File: src/rtl/data_concat_pack.sv
// data_concat_pack: narrow-to-wide width up-converter.
// Gathers CONCAT_LEVEL beats of INPUT_DATA_WIDTH into one OUTPUT_DATA_WIDTH word.
// An accumulation register collects beats. A separate output register holds the
// finished word, so input keeps flowing while the output is stalled.
// last_in closes a word early for short tails.
// Optional build macro DATA_CONCAT_PACK_MSB_FIRST_EN places beat 0 in the MSB slice.
// Without it, beat 0 is placed in the LSB slice.
//
// Handshake: a beat transfers on fire_in = valid_in && ready_out, and a wide word
// transfers on fire_out = valid_out && ready_in. Once valid_out is high,
// data_out/last_out/beats_out hold steady until fire_out. Only a closing beat
// can be stalled, and only while the output register is full and not draining.
module data_concat_pack #(
    parameter int INPUT_DATA_WIDTH  = 256,
    parameter int OUTPUT_DATA_WIDTH = 1024,
    parameter int CONCAT_LEVEL      = OUTPUT_DATA_WIDTH / INPUT_DATA_WIDTH
) (
    input  logic                              clk,
    input  logic                              areset,
    input  logic                              ap_start,
    input  logic [INPUT_DATA_WIDTH-1:0]       data_in,
    input  logic                              valid_in,
    input  logic                              last_in,
    output logic                              ready_out,
    output logic [OUTPUT_DATA_WIDTH-1:0]      data_out,
    output logic                              valid_out,
    output logic                              last_out,
    output logic [$clog2(CONCAT_LEVEL):0]     beats_out,
    input  logic                              ready_in
);

    localparam int CNT_W = $clog2(CONCAT_LEVEL) + 1;
    localparam logic [CNT_W-1:0] LAST_SLOT = CNT_W'(CONCAT_LEVEL - 1);

    logic [CNT_W-1:0]             fill_cnt;
    logic [OUTPUT_DATA_WIDTH-1:0] acc;
    logic [OUTPUT_DATA_WIDTH-1:0] merged;
    logic                         fire_in;
    logic                         fire_out;
    logic                         close_word;

    // A closing beat may enter only if the output register is free or draining now
    assign ready_out  = ((fill_cnt < LAST_SLOT) && !last_in) || !valid_out || ready_in;
    assign fire_in    = valid_in && ready_out;
    assign fire_out   = valid_out && ready_in;
    assign close_word = fire_in && ((fill_cnt == LAST_SLOT) || last_in);

    // Merge the incoming beat into the accumulator at the slot chosen by fill_cnt
    always_comb begin
        merged = acc;
        for (int k = 0; k < CONCAT_LEVEL; k++) begin
            if (fill_cnt == CNT_W'(k)) begin
`ifdef DATA_CONCAT_PACK_MSB_FIRST_EN
                merged[(CONCAT_LEVEL-1-k)*INPUT_DATA_WIDTH +: INPUT_DATA_WIDTH] = data_in;
`else
                merged[k*INPUT_DATA_WIDTH +: INPUT_DATA_WIDTH] = data_in;
`endif
            end
        end
    end

    // Accumulator, fill counter and output register. ap_start acts as a clear and
    // overrides any transfer in the same cycle.
    always_ff @(posedge clk or posedge areset) begin
        if (areset) begin
            fill_cnt  <= '0;
            acc       <= '0;
            data_out  <= '0;
            valid_out <= 1'b0;
            last_out  <= 1'b0;
            beats_out <= '0;
        end else if (ap_start) begin
            fill_cnt  <= '0;
            acc       <= '0;
            data_out  <= '0;
            valid_out <= 1'b0;
            last_out  <= 1'b0;
            beats_out <= '0;
        end else if (close_word) begin
            // A close wins over a drain, so back-to-back words leave no bubble
            data_out  <= merged;
            valid_out <= 1'b1;
            last_out  <= last_in;
            beats_out <= fill_cnt + CNT_W'(1);
            fill_cnt  <= '0;
            acc       <= '0;
        end else begin
            if (fire_in) begin
                acc      <= merged;
                fill_cnt <= fill_cnt + CNT_W'(1);
            end
            if (fire_out) begin
                valid_out <= 1'b0;
            end
        end
    end

endmodule

File: config.mk
export PLATFORM = sky130hd
export DESIGN_NAME = data_concat_pack
export DESIGN_NICKNAME = d
export VERILOG_FILES = /design/src/rtl/data_concat_pack.sv
export SDC_FILE = /design/constraint.sdc
export NUM_CORES = 2
export LEC_CHECK = 0
export ABC_CLOCK_PERIOD_IN_PS = 113700
export CAP_MARGIN = 20
export CORE_AREA = 2 2 509 511
export DETAILED_ROUTE_END_ITERATION = 12
export DIE_AREA = 0 0 511 513
export PLACE_DENSITY_LB_ADDON = 0.05
export SLEW_MARGIN = 20
export SYNTH_ARGS = -nofsm -noshare
export SYNTH_HDL_FRONTEND = slang
export SYNTH_SLANG_ARGS = --single-unit
File: constraint.sdc
create_clock -name clk -period 113.7 [get_ports clk]
set_input_delay 22.74 -clock clk [delete_from_list [all_inputs] [get_ports clk]]
set_output_delay 22.74 -clock clk [all_outputs]
set_load 0.02 [all_outputs]
==> impl_metrics.sql <==
INSERT INTO impl_metrics (metric_group, metric, value, unit) VALUES
('outcome', 'run_status', 'complete, no violations', ''),
('synth', 'synth.largest_area_cell', 'sky130_fd_sc_hd__dfrtp_1', ''),
('placement', 'number_of_port_buffers', '1291', ''),
('power_and_ir_drop', 'clock_power_share', '42.0', '%'),
('timing', 'timing.slew.headroom', '18.9', '%'),
('floorplanning', 'floorplan.rows', '186', ''),
('grt', 'grt_util_all_layers', '24.7', '%'),
('hold_path', 'timing.hold.worst_path_depth', '1', ''),
('setup_path', 'timing.setup.critical_path_class', 'input port to output port', ''),
('timing', 'final.setup.tns', '0', 'ns'),
('finish', 'area.growth.synth_to_final', '23.3', '%'),
('synth', 'ffs_w_async_s_r_synth', '100', '%'),
('clocking', 'clk_pin_slew_worst_paths', '0.06', 'ns'),
('timing', 'timing.final.hold_violations', '0', ''),
('power_and_ir_drop', 'ir_drop', '0.0136', 'mV'),
('floorplanning', 'dieWidth', '511', 'um'),
('synth', 'synth.distinct_cells', '26', ''),
('detailed_routing', 'detail_route.vias_per_cell', '5.35', ''),
('setup_path', 'critPathLaunchType', 'input port', ''),
('synth', 'ys_dominant_reg_cell', 'sky130_fd_sc_hd__dfrtp_1', ''),
('power_and_ir_drop', 'fin_total_pwr', '1.79', 'mW'),
('setup_path', 'worst_path_depth', '4', ''),
('power_and_ir_drop', 'power_frac_comb', '14.3', '%'),
('detailed_routing', 'number_of_design_rule_violations_left_by_the_first_detailed_router_iteration', '5303', ''),
('timing', 'max_clock_freq', '21.2', 'MHz'),
('finish', 'layout-drive-gt1-share', '15.3', '%'),
('finish', 'design.final.nets', '9640', ''),
('grt', 'grt_antenna_before_repair', '52', ''),
('floorplanning', 'design.die.area', '262000', 'um^2'),
('clocking', 'cts_sinks', '2056', ''),
('synth', 'synth.most_common_cell', 'sky130_fd_sc_hd__dfrtp_1', ''),
('clocking', 'cts_tree', 'yes', ''),
('power_and_ir_drop', 'internal-power', '1.28', 'mW'),
('clocking', 'cts_setup_buffers', '0', ''),
('detailed_routing', 'drcViolationCount', '0', ''),
('placement', 'finalWeightedCongestion', '0.815', ''),
('timing', 'worstMarginPinSlew', '1.22', 'ns'),
('detailed_routing', 'drt.antenna.violating_nets', '0', ''),
('synth', 'count_of_flip_flops_with_a_built_in_enable_after_synthesis', '0', ''),
('hold_path', 'worst_hold_path_type', 'register to register', ''),
('synth', 'sequential_share_of_the_synthesized_area', '53.9', '%'),
('power_and_ir_drop', 'p_sw', '0.504', 'mW'),
('clocking', 'cts_root_buf', 'sky130_fd_sc_hd__clkbuf_16', ''),
('timing', 'final.min_clock_period', '47.19', 'ns'),
('clocking', 'clock_insertion_delay_worst_skew', '0.87', 'ns'),
('setup_path', 'worstPathCellList', 'clkdlybuf4s50_1 -> a211oi_2 -> or2_2 -> clkdlybuf4s50_1', ''),
('setup_path', 'critical_path.max_fanout', '4', ''),
('detailed_routing', 'detail_route.wl_per_cell', '25.6', 'um'),
('detailed_routing', 'totalWireLength', '332000', 'um'),
('grt', 'number_of_global_route_vias_before_repair', '68900', ''),
('floorplanning', 'ios', '1292', ''),
('synth', 'synth_top_cells_by_count', '2056 x sky130_fd_sc_hd__dfrtp_1, 1025 x sky130_fd_sc_hd__mux2i_1, 1025 x sky130_fd_sc_hd__nor2_1, 981 x sky130_fd_sc_hd__a211oi_2, 776 x sky130_fd_sc_hd__nand2_1', ''),
('synth', 'netlist_area', '95400', 'um^2'),
('power_and_ir_drop', 'power_density', '15.2', 'nW/um^2'),
('power_and_ir_drop', 'leakage', '48.7', 'nW'),
('timing', 'finalSetupViolCount', '0', ''),
('synth', 'yosysTopAreaCellShare', '53.9', '%'),
('synth', 'syn_inst', '8559', ''),
('setup_path', 'most_frequent_cell_on_critical_path', 'sky130_fd_sc_hd__clkdlybuf4s50_1', ''),
('power_and_ir_drop', 'swShare', '28.2', '%'),
('floorplanning', 'die_y', '513', 'um'),
('clocking', 'ctsResizeCount', '0', ''),
('clocking', 'cts-buffers-inserted', '231', ''),
('run', 'cap_viol_max_count', '0', ''),
('grt', 'grt_remaining_overflow', '0', ''),
('grt', 'grt_first_pass_wirelength', '489000', 'um'),
('setup_path', 'worst-endpoint-arrival', '24.45', 'ns'),
('grt', 'largest_net_degree_at_the_start_of_global_routing', '254', ''),
('synth', 'synth.top_cells.by_area', 'sky130_fd_sc_hd__dfrtp_1 54%, sky130_fd_sc_hd__a211oi_2 13%, sky130_fd_sc_hd__mux2i_1 11%, sky130_fd_sc_hd__or3_1 5.0%, sky130_fd_sc_hd__a21oi_1 4.1%', ''),
('timing', 'post-route-period-util', '41.5', '%'),
('setup_path', 'max_stage_delay', '0.59', 'ns');
-- routing by layer --
metal / vias to the layer above / track usage (%) / share of wire (%)
met5: - / 0 / 0.045
met4: 22 / 10.6 / 4.5
li1: 31600 / - / -
met1: 35300 / 31.9 / 42
met2: 1791 / 38.1 / 46
met3: 496 / 7.44 / 7.5
-- cells in the final DEF, fill, tap and decap left out, types with 7 or more instances in the layout --
master / n
sky130_fd_sc_hd__a21oi_1: 774
sky130_fd_sc_hd__a211oi_2: 981
sky130_fd_sc_hd__buf_4: 93
sky130_fd_sc_hd__clkinv_2: 29
sky130_fd_sc_hd__clkbuf_1: 67
sky130_fd_sc_hd__clkbuf_8: 65
sky130_fd_sc_hd__or3_1: 770
sky130_fd_sc_hd__mux2i_1: 1025
sky130_fd_sc_hd__clkdlybuf4s50_1: 1290
sky130_fd_sc_hd__and2_1: 256
sky130_fd_sc_hd__clkbuf_16: 234
sky130_fd_sc_hd__dfrtp_1: 2056
sky130_fd_sc_hd__a211oi_1: 44
sky130_fd_sc_hd__nor2_1: 1025
sky130_fd_sc_hd__bufinv_16: 7
sky130_fd_sc_hd__nand2_1: 776
sky130_fd_sc_hd__buf_12: 24
sky130_fd_sc_hd__diode_2: 19
-- logic make-up after synthesis --
family          synth area share (%)
mux                             10.8
simple gates                    13.9
compound gates                  17.3
fa+ha+maj                     0.0656
flops                           53.9
buf+inv                         4.07
-- registers in the layout, indices dropped and copies added, names as in the netlist --
register	flops
acc	1024
data_out	1024
beats_out	3
fill_cnt	3
last_out	1
valid_out	1
-- path summary, 6_finish.rpt --
check | slack (ns) | to | start
worst max-delay path | 66.51 | ready_out | last_in
worst min-delay path | 0.48 | acc[932]$_DFFE_PP0P_ | acc[932]$_DFFE_PP0P_
worst max register to register | 105.28 | data_out[934]$_DFFE_PP0P_ | fill_cnt[0]$_DFFE_PP0P_
worst min register to register | 0.48 | acc[932]$_DFFE_PP0P_ | acc[932]$_DFFE_PP0P_
max in group asynchronous | 87.52 | data_out[157]$_DFFE_PP0P_ | areset
min in group asynchronous | 22.36 | data_out[794]$_DFFE_PP0P_ | areset
-- power by group through the flow --
| stage | combinational, mW | sequential (mW) | clock, mW |
|---|---|---|---|
| detailed placement | 0.259 | 0.794 | 0 |
| floorplan | 0.122 | 0.817 | 0 |
| global route | 0.275 | 0.784 | 0.801 |
| finish | 0.256 | 0.781 | 0.751 |
| global placement | 0.256 | 0.793 | 0 |
| CTS | 0.260 | 0.781 | 0.771 |
-- per-stage QoR --
| step | instance area, um^2 | hold WS (ns) | worst slack, ns | utilization (%) | cells |
|---|---|---|---|---|---|
| finish | 118000 | 0.481 | 66.51 | 45.9 | 13000 |
| global route | 118000 | 0.490 | 66.47 | 45.9 | 13000 |
| CTS | 118000 | 0.485 | 66.50 | 45.9 | 12900 |
| detailed placement | 110000 | 0.470 | 66.51 | 42.9 | 12500 |
| global placement | 110000 | 0.468 | 66.56 | 42.9 | 12500 |
| floorplan | 95400 | 0.453 | 32.88 | - | 8559 |
-- cell type report --
| type | instances | area (um^2) |
|---|---|---|
| Tap cell | 3384 | 4230 |
| Multi-Input combinational cell | 5669 | 40100 |
| Fill cell | 23300 | 139000 |
| Antenna cell | 19 | 47.5 |
| Timing Repair Buffer | 1410 | 14200 |
| Clock inverter | 48 | 576 |
| Inverter | 5 | 26.3 |
| Sequential cell | 2056 | 51400 |
| Clock buffer | 366 | 7000 |
No activity file was read; power rests on OpenSTA's default activity.
